File: src/rtl/saturn_bus_sequencer.sv
// Saturn nibble-bus sequencer: program FIFO played onto a 4-phase bus, plus counted read bursts.
// Optional protocol checker enabled by defining SATURN_BUS_SEQ_CHECK_EN.
module saturn_bus_sequencer #(
  parameter int PROG_AW  = 5,
  parameter int NIB_W    = 4,
  parameter int RD_CNT_W = 5
) (
  input  logic                i_clk,
  input  logic                i_reset,
  input  logic                i_clk_en,
  input  logic [3:0]          i_phases,
  input  logic                i_prog_wr,
  input  logic [NIB_W:0]      i_prog_data,
  output logic                o_prog_full,
  output logic [PROG_AW:0]    o_prog_level,
  input  logic                i_rd_start,
  input  logic [RD_CNT_W-1:0] i_rd_count,
  output logic                o_rd_valid,
  output logic [NIB_W-1:0]    o_rd_nibble,
  output logic                o_bus_clk_en,
  output logic                o_bus_is_data,
  output logic [NIB_W-1:0]    o_bus_nibble_out,
  input  logic [NIB_W-1:0]    i_bus_nibble_in,
  output logic                o_busy,
  output logic                o_error
);
  localparam int DEPTH = 2**PROG_AW;
  localparam logic [PROG_AW:0] FULL_LVL = (PROG_AW+1)'(DEPTH);

  typedef enum logic [1:0] {IDLE, WRITE, READ} state_t;

  state_t                state, state_nxt;
  logic [NIB_W:0]        mem [DEPTH];
  logic [PROG_AW-1:0]    wr_ptr, rd_ptr;
  logic [PROG_AW:0]      level;
  logic [RD_CNT_W-1:0]   rd_cnt;
  logic                  push, pop, rd_sample;
  logic                  ph_drive, ph_sample, ph_settle;
  logic [NIB_W:0]        head;

  assign ph_drive     = (i_phases == 4'b0001);
  assign ph_sample    = (i_phases == 4'b0010);
  assign ph_settle    = (i_phases == 4'b0100);
  assign o_prog_full  = (level == FULL_LVL);
  assign o_prog_level = level;
  assign head         = mem[rd_ptr];

  // Full is judged on the pre-pop level, so a push while full is lost even if a pop coincides.
  always_comb begin
    push      = i_clk_en && i_prog_wr && !o_prog_full;
    pop       = 1'b0;
    rd_sample = 1'b0;
    state_nxt = state;
    if (i_clk_en) begin
      if (ph_drive) begin
        if (level != '0) begin
          pop       = 1'b1;
          state_nxt = WRITE;
        end else if (rd_cnt != '0) begin
          state_nxt = READ;
        end else begin
          state_nxt = IDLE;
        end
      end else if (ph_sample) begin
        rd_sample = (state == READ);
        state_nxt = IDLE;
      end
    end
  end

  always_ff @(posedge i_clk) begin
    if (i_reset) state <= IDLE;
    else         state <= state_nxt;
  end

  always_ff @(posedge i_clk) begin
    if (push) mem[wr_ptr] <= i_prog_data;
  end

  always_ff @(posedge i_clk) begin
    if (i_reset) begin
      wr_ptr           <= '0;
      rd_ptr           <= '0;
      level            <= '0;
      rd_cnt           <= '0;
      o_rd_valid       <= 1'b0;
      o_rd_nibble      <= '0;
      o_bus_clk_en     <= 1'b0;
      o_bus_is_data    <= 1'b0;
      o_bus_nibble_out <= '0;
      o_busy           <= 1'b0;
    end else begin
      // The read strobe is a true one-cycle pulse, even if the clock enable drops right after it.
      o_rd_valid <= 1'b0;
      if (i_clk_en) begin
        if (push) wr_ptr <= wr_ptr + 1'b1;
        if (pop)  rd_ptr <= rd_ptr + 1'b1;
        level <= level + {{PROG_AW{1'b0}}, push} - {{PROG_AW{1'b0}}, pop};
        if (ph_drive) begin
          o_bus_clk_en <= pop || (rd_cnt != '0);
          if (pop) begin
            o_bus_nibble_out <= head[NIB_W-1:0];
            o_bus_is_data    <= !head[NIB_W];
          end
        end
        if (ph_sample) o_bus_clk_en <= 1'b0;
        if (rd_sample) begin
          o_rd_nibble <= i_bus_nibble_in;
          o_rd_valid  <= 1'b1;
        end
        // A fresh load overrides the decrement; a burst cancelled mid-cycle must not underflow.
        if (i_rd_start)                      rd_cnt <= i_rd_count;
        else if (rd_sample && rd_cnt != '0)  rd_cnt <= rd_cnt - 1'b1;
        if (ph_settle) o_busy <= (level != '0) || (rd_cnt != '0) || (state != IDLE);
      end
    end
  end

`ifdef SATURN_BUS_SEQ_CHECK_EN
  logic error_q;
  always_ff @(posedge i_clk) begin
    if (i_reset) error_q <= 1'b0;
    else if (i_clk_en && ((i_prog_wr && o_prog_full) || !$onehot(i_phases) ||
                          (i_rd_start && state == READ)))
      error_q <= 1'b1;
  end
  assign o_error = error_q;
`else
  assign o_error = 1'b0;
`endif
endmodule

File: config.mk
export PLATFORM = sky130hd
export DESIGN_NAME = saturn_bus_sequencer
export DESIGN_NICKNAME = d
export VERILOG_FILES = /design/src/rtl/saturn_bus_sequencer.sv
export SDC_FILE = /design/constraint.sdc
export NUM_CORES = 1
export LEC_CHECK = 0
export ABC_AREA = 1
export CAP_MARGIN = 0
export CORE_MARGIN = 4
export CORE_UTILIZATION = 30
export CTS_BUF_LIST = sky130_fd_sc_hd__clkbuf_4
export DETAILED_ROUTE_END_ITERATION = 6
export PLACE_DENSITY = 0.49
export SKIP_CTS_REPAIR_TIMING = 1
export SYNTH_ARGS = -nofsm -noshare
export SYNTH_HDL_FRONTEND = slang
export SYNTH_SLANG_ARGS = --single-unit
File: constraint.sdc
create_clock -name i_clk -period 2.6 [get_ports i_clk]
set_clock_uncertainty 0.2 [all_clocks]
set_input_delay 0.26 -clock i_clk [delete_from_list [all_inputs] [get_ports i_clk]]
set_output_delay 0.26 -clock i_clk [all_outputs]
set_load 0.02 [all_outputs]
==> results.toml <==
[outcome]
status = "finished, final reports clean"

[setup_path]
slowest_delay_ns = 0.38
cp_slowest_cell = "dfxtp_4"
crit_arrival_ns = 2.79
cp_top_family = "adder cells"
r2r-start = "o_prog_level[4]"
r2r-end = "o_prog_level[4]"
worst-path-buf-inv = 4
crit_path_start = "o_prog_level[4]"
criticalPathCategory = "reg -> reg"
reg2reg_depth = 13
path_cells = "inv_2, ha_1, nand4_1, nand2_2, ha_1, inv_1, ha_2, inv_2, fa_2, o21ai_2, xor2_1, o21ai_1, inv_1"
critical_path_depth = 13
crit_path_start_kind = "flop"
r2r_slack_ns = 0.14
worstSetupEndpointType = "flop"
crit_path_end = "o_prog_level[4]"
worstPathMaxFanout = 4
cp.required_ns = 2.93

[place]
dp_slack_ns = -0.147
dp_cells = 1277
dpl_cell_area_um2 = 9790
port_buffers = 41
dp_hpwl_um = 13500
gp_congestion = 0.779

[logic_synthesis]
synth_fa_ha_area_frac = 0.0257
syn_inst = 833
synth-edff-count = 160
avgSynthCellArea_um2 = 10.3
yosysUniqueCellTypes = 32
ys_ff_latch = 200
synth_mux_area_frac = 0
synth_ff_type = "edfxtp_1"
synth-simple-area-share = 0.232
yosys_warnings = 0
synth_top_family_by_area = "simple AND/OR/NAND/NOR gates"
synth-xor-area-share = 0.00307
synth_fp_nets = 873
synth_area_um2 = 8560
yosysSeqAreaShare = 0.655
synthArstFlopShare = 0
synth-compound-area-share = 0.0389

[final_layout]
final_cells = 1313
utilization = 0.362
final_cell_area_um2 = 10100
syn_to_final_growth_pct = 18.1
fillers = 2850
fin_nets = 960
layout-drive-gt1-share = 0.141

[pwr]
vdd_drop_max_v = 0.000259
power.density_nw_per_um2 = 560
p_sw_frac = 0.256
sequentialPowerShare = 0.620
clkPwrFrac = 0.286
p_int_mw = 4.21
p_leak_nw = 3.78
power_mw = 5.66
p_sw_mw = 1.45
combPwrFrac = 0.094

[timing]
timing.final.ws_setup_ns = 0.138
fin_crit_sh = 0.947
period_needed_ns = 2.46
whs_ns = 0.0758
hold_viol = 0
max_freq_mhz = 406
final.setup.tns_ns = 0
setup_violations = 0
worstMarginPinSlew_ns = 0.824
drv_slew = 0
slew_headroom = 0.450

[route]
viasPerCell = 4.56
wl_per_cell_um = 16.0
finalWirelength_um = 20900
drtPass1Iterations = 4
postRouteAntennaNets = 0
drt-initial-drc-count = 481
drc = 0
vias = 5987

[grt]
grt_pass1_vias = 5760
grt.overflow.total = 0
antenna_found_initial = 1
grt_pass1_wl_um = 32800
grt_start_max_net_pins = 63
track_usage = 0.136

[worst_hold_path]
hold_class = "in -> reg"

[cts]
cts.clk_slew.worst_paths_ns = 0.18
tritoncts = "yes"
ctsRootBufferMaster = "clkbuf_4"
clock_sinks = 200
cts.path.max_buffers = 2
h-tree-depth = 4
numCtsBuffers = 17
clock_latency_ns = 0.59

[die]
initial_core_util = 0.307
dieWidth_um = 177
ios = 43
rows = 61
fp.dieH_um = 177
die_area_um2 = 31300
coreArea_um2 = 27900

[flow_run]
drv_cap = 0
[worst min-delay path, stage by stage]
cell and delay [ns]:
clkdlybuf4s50_1 0.39, o21ai_0 0.15, nor2_1 0.05
[flip-flops by register name (all words and copies together) (netlist names), named ones only]
| signal | count |
|---|---|
| mem | 160 |
| o_prog_level | 6 |
| rd_cnt | 5 |
| rd_ptr | 5 |
| wr_ptr | 5 |
| o_bus_nibble_out | 4 |
| o_rd_nibble | 4 |
| state | 2 |
| o_bus_clk_en | 1 |
| o_bus_is_data | 1 |
| o_busy | 1 |
| o_rd_valid | 1 |
[worst min-delay path by stage]
stage | from | to | slack, ns | depth (start not counted)
floorplan | i_clk_en | o_prog_level[1] | 0.14 | 1
global placement | o_rd_nibble[0] | o_rd_nibble[0] | 0.27 | 2
detailed placement | state[1] | state[1] | 0.27 | 2
CTS | i_bus_nibble_in[3] | o_rd_nibble[3] | 0.02 | 3
global route | i_bus_nibble_in[2] | o_rd_nibble[2] | 0.02 | 3
finish | i_bus_nibble_in[3] | o_rd_nibble[3] | 0.08 | 3
[power groups by stage]
stage / Clock, mW / Sequential, mW / Combinational [mW]
after CTS: 1.68 / 3.51 / 0.522
after global placement: 0 / 3.58 / 0.519
after floorplan: 0 / 3.59 / 0.272
final: 1.62 / 3.51 / 0.531
after global routing: 1.79 / 3.51 / 0.594
after detailed placement: 0 / 3.58 / 0.519
[cell usage after synthesis, types with 2 or more instances]
cell type,count,area [um2]
nand2_1,239,897
buf_4,9,67.6
a21oi_1,26,130
clkbuf_1,12,45.0
edfxtp_1,160,4800
inv_2,4,15.0
nand3_1,147,736
xor2_1,2,17.5
nand4_1,5,31.3
nand3_2,2,20.0
dfxtp_1,40,801
a21oi_2,3,26.3
nor2_2,3,18.8
buf_2,15,75.1
nor3_1,7,35.0
o21ai_1,7,35.0
o21ai_2,2,17.5
inv_1,44,165
o21ai_0,22,110
nor2_1,54,203
ha_1,16,200
nand2_2,4,25.0
[kinds of logic (layout without fill, tap and decap cells)]
family / after synthesis / after routing
adder cells (fa/ha/maj): 17 / 17
flip-flops: 200 / 200
other: 1 / 3
buffers and inverters: 87 / 187
XOR/XNOR: 3 / 3
AO/OA/AOI/OAI: 62 / 62
AND/OR/NAND/NOR: 463 / 463
[cells in the final DEF (no fill, tap or decap), drive strengths merged]
cell,count
inv,58
a21oi,29
nand2,243
clkinv,4
edfxtp,160
xor2,2
nor3b,1
a31oi,1
ha,16
nor2,58
diode,2
bufinv,2
buf,64
nand4,5
o21ai,31
clkbuf,18
clkdlybuf4s50,40
conb,1
dfxtp,40
nor3,7
nand3,149
o31ai,1
fa,1
dlymetal6s2s,1
xnor2,1
[per-layer routing]
| layer | vias to the layer above | part of all wire | GRT usage |
|---|---|---|---|
| li1 | 3017 | - | - |
| met1 | 2842 | 0.48 | 0.190 |
| met2 | 118 | 0.46 | 0.218 |
| met3 | 10 | 0.051 | 0.0323 |
| met4 | 0 | 0.0070 | 0.0287 |
| met5 | - | 0 | 0 |
[layout make-up]
| class | instances | area, um2 | share of cell area |
|---|---|---|---|
| Sequential cell | 200 | 5620 | 0.556 |
| Multi-Input combinational cell | 546 | 2610 | 0.258 |
| Timing Repair Buffer | 105 | 931 | 0.0921 |
| Tap cell | 378 | 473 | 0.0468 |
| Inverter | 50 | 195 | 0.0193 |
| Clock inverter | 14 | 143 | 0.0141 |
| Clock buffer | 18 | 135 | 0.0134 |
| Antenna cell | 2 | 5.00 | 0.000495 |
Power figures use the tool's default switching activity.
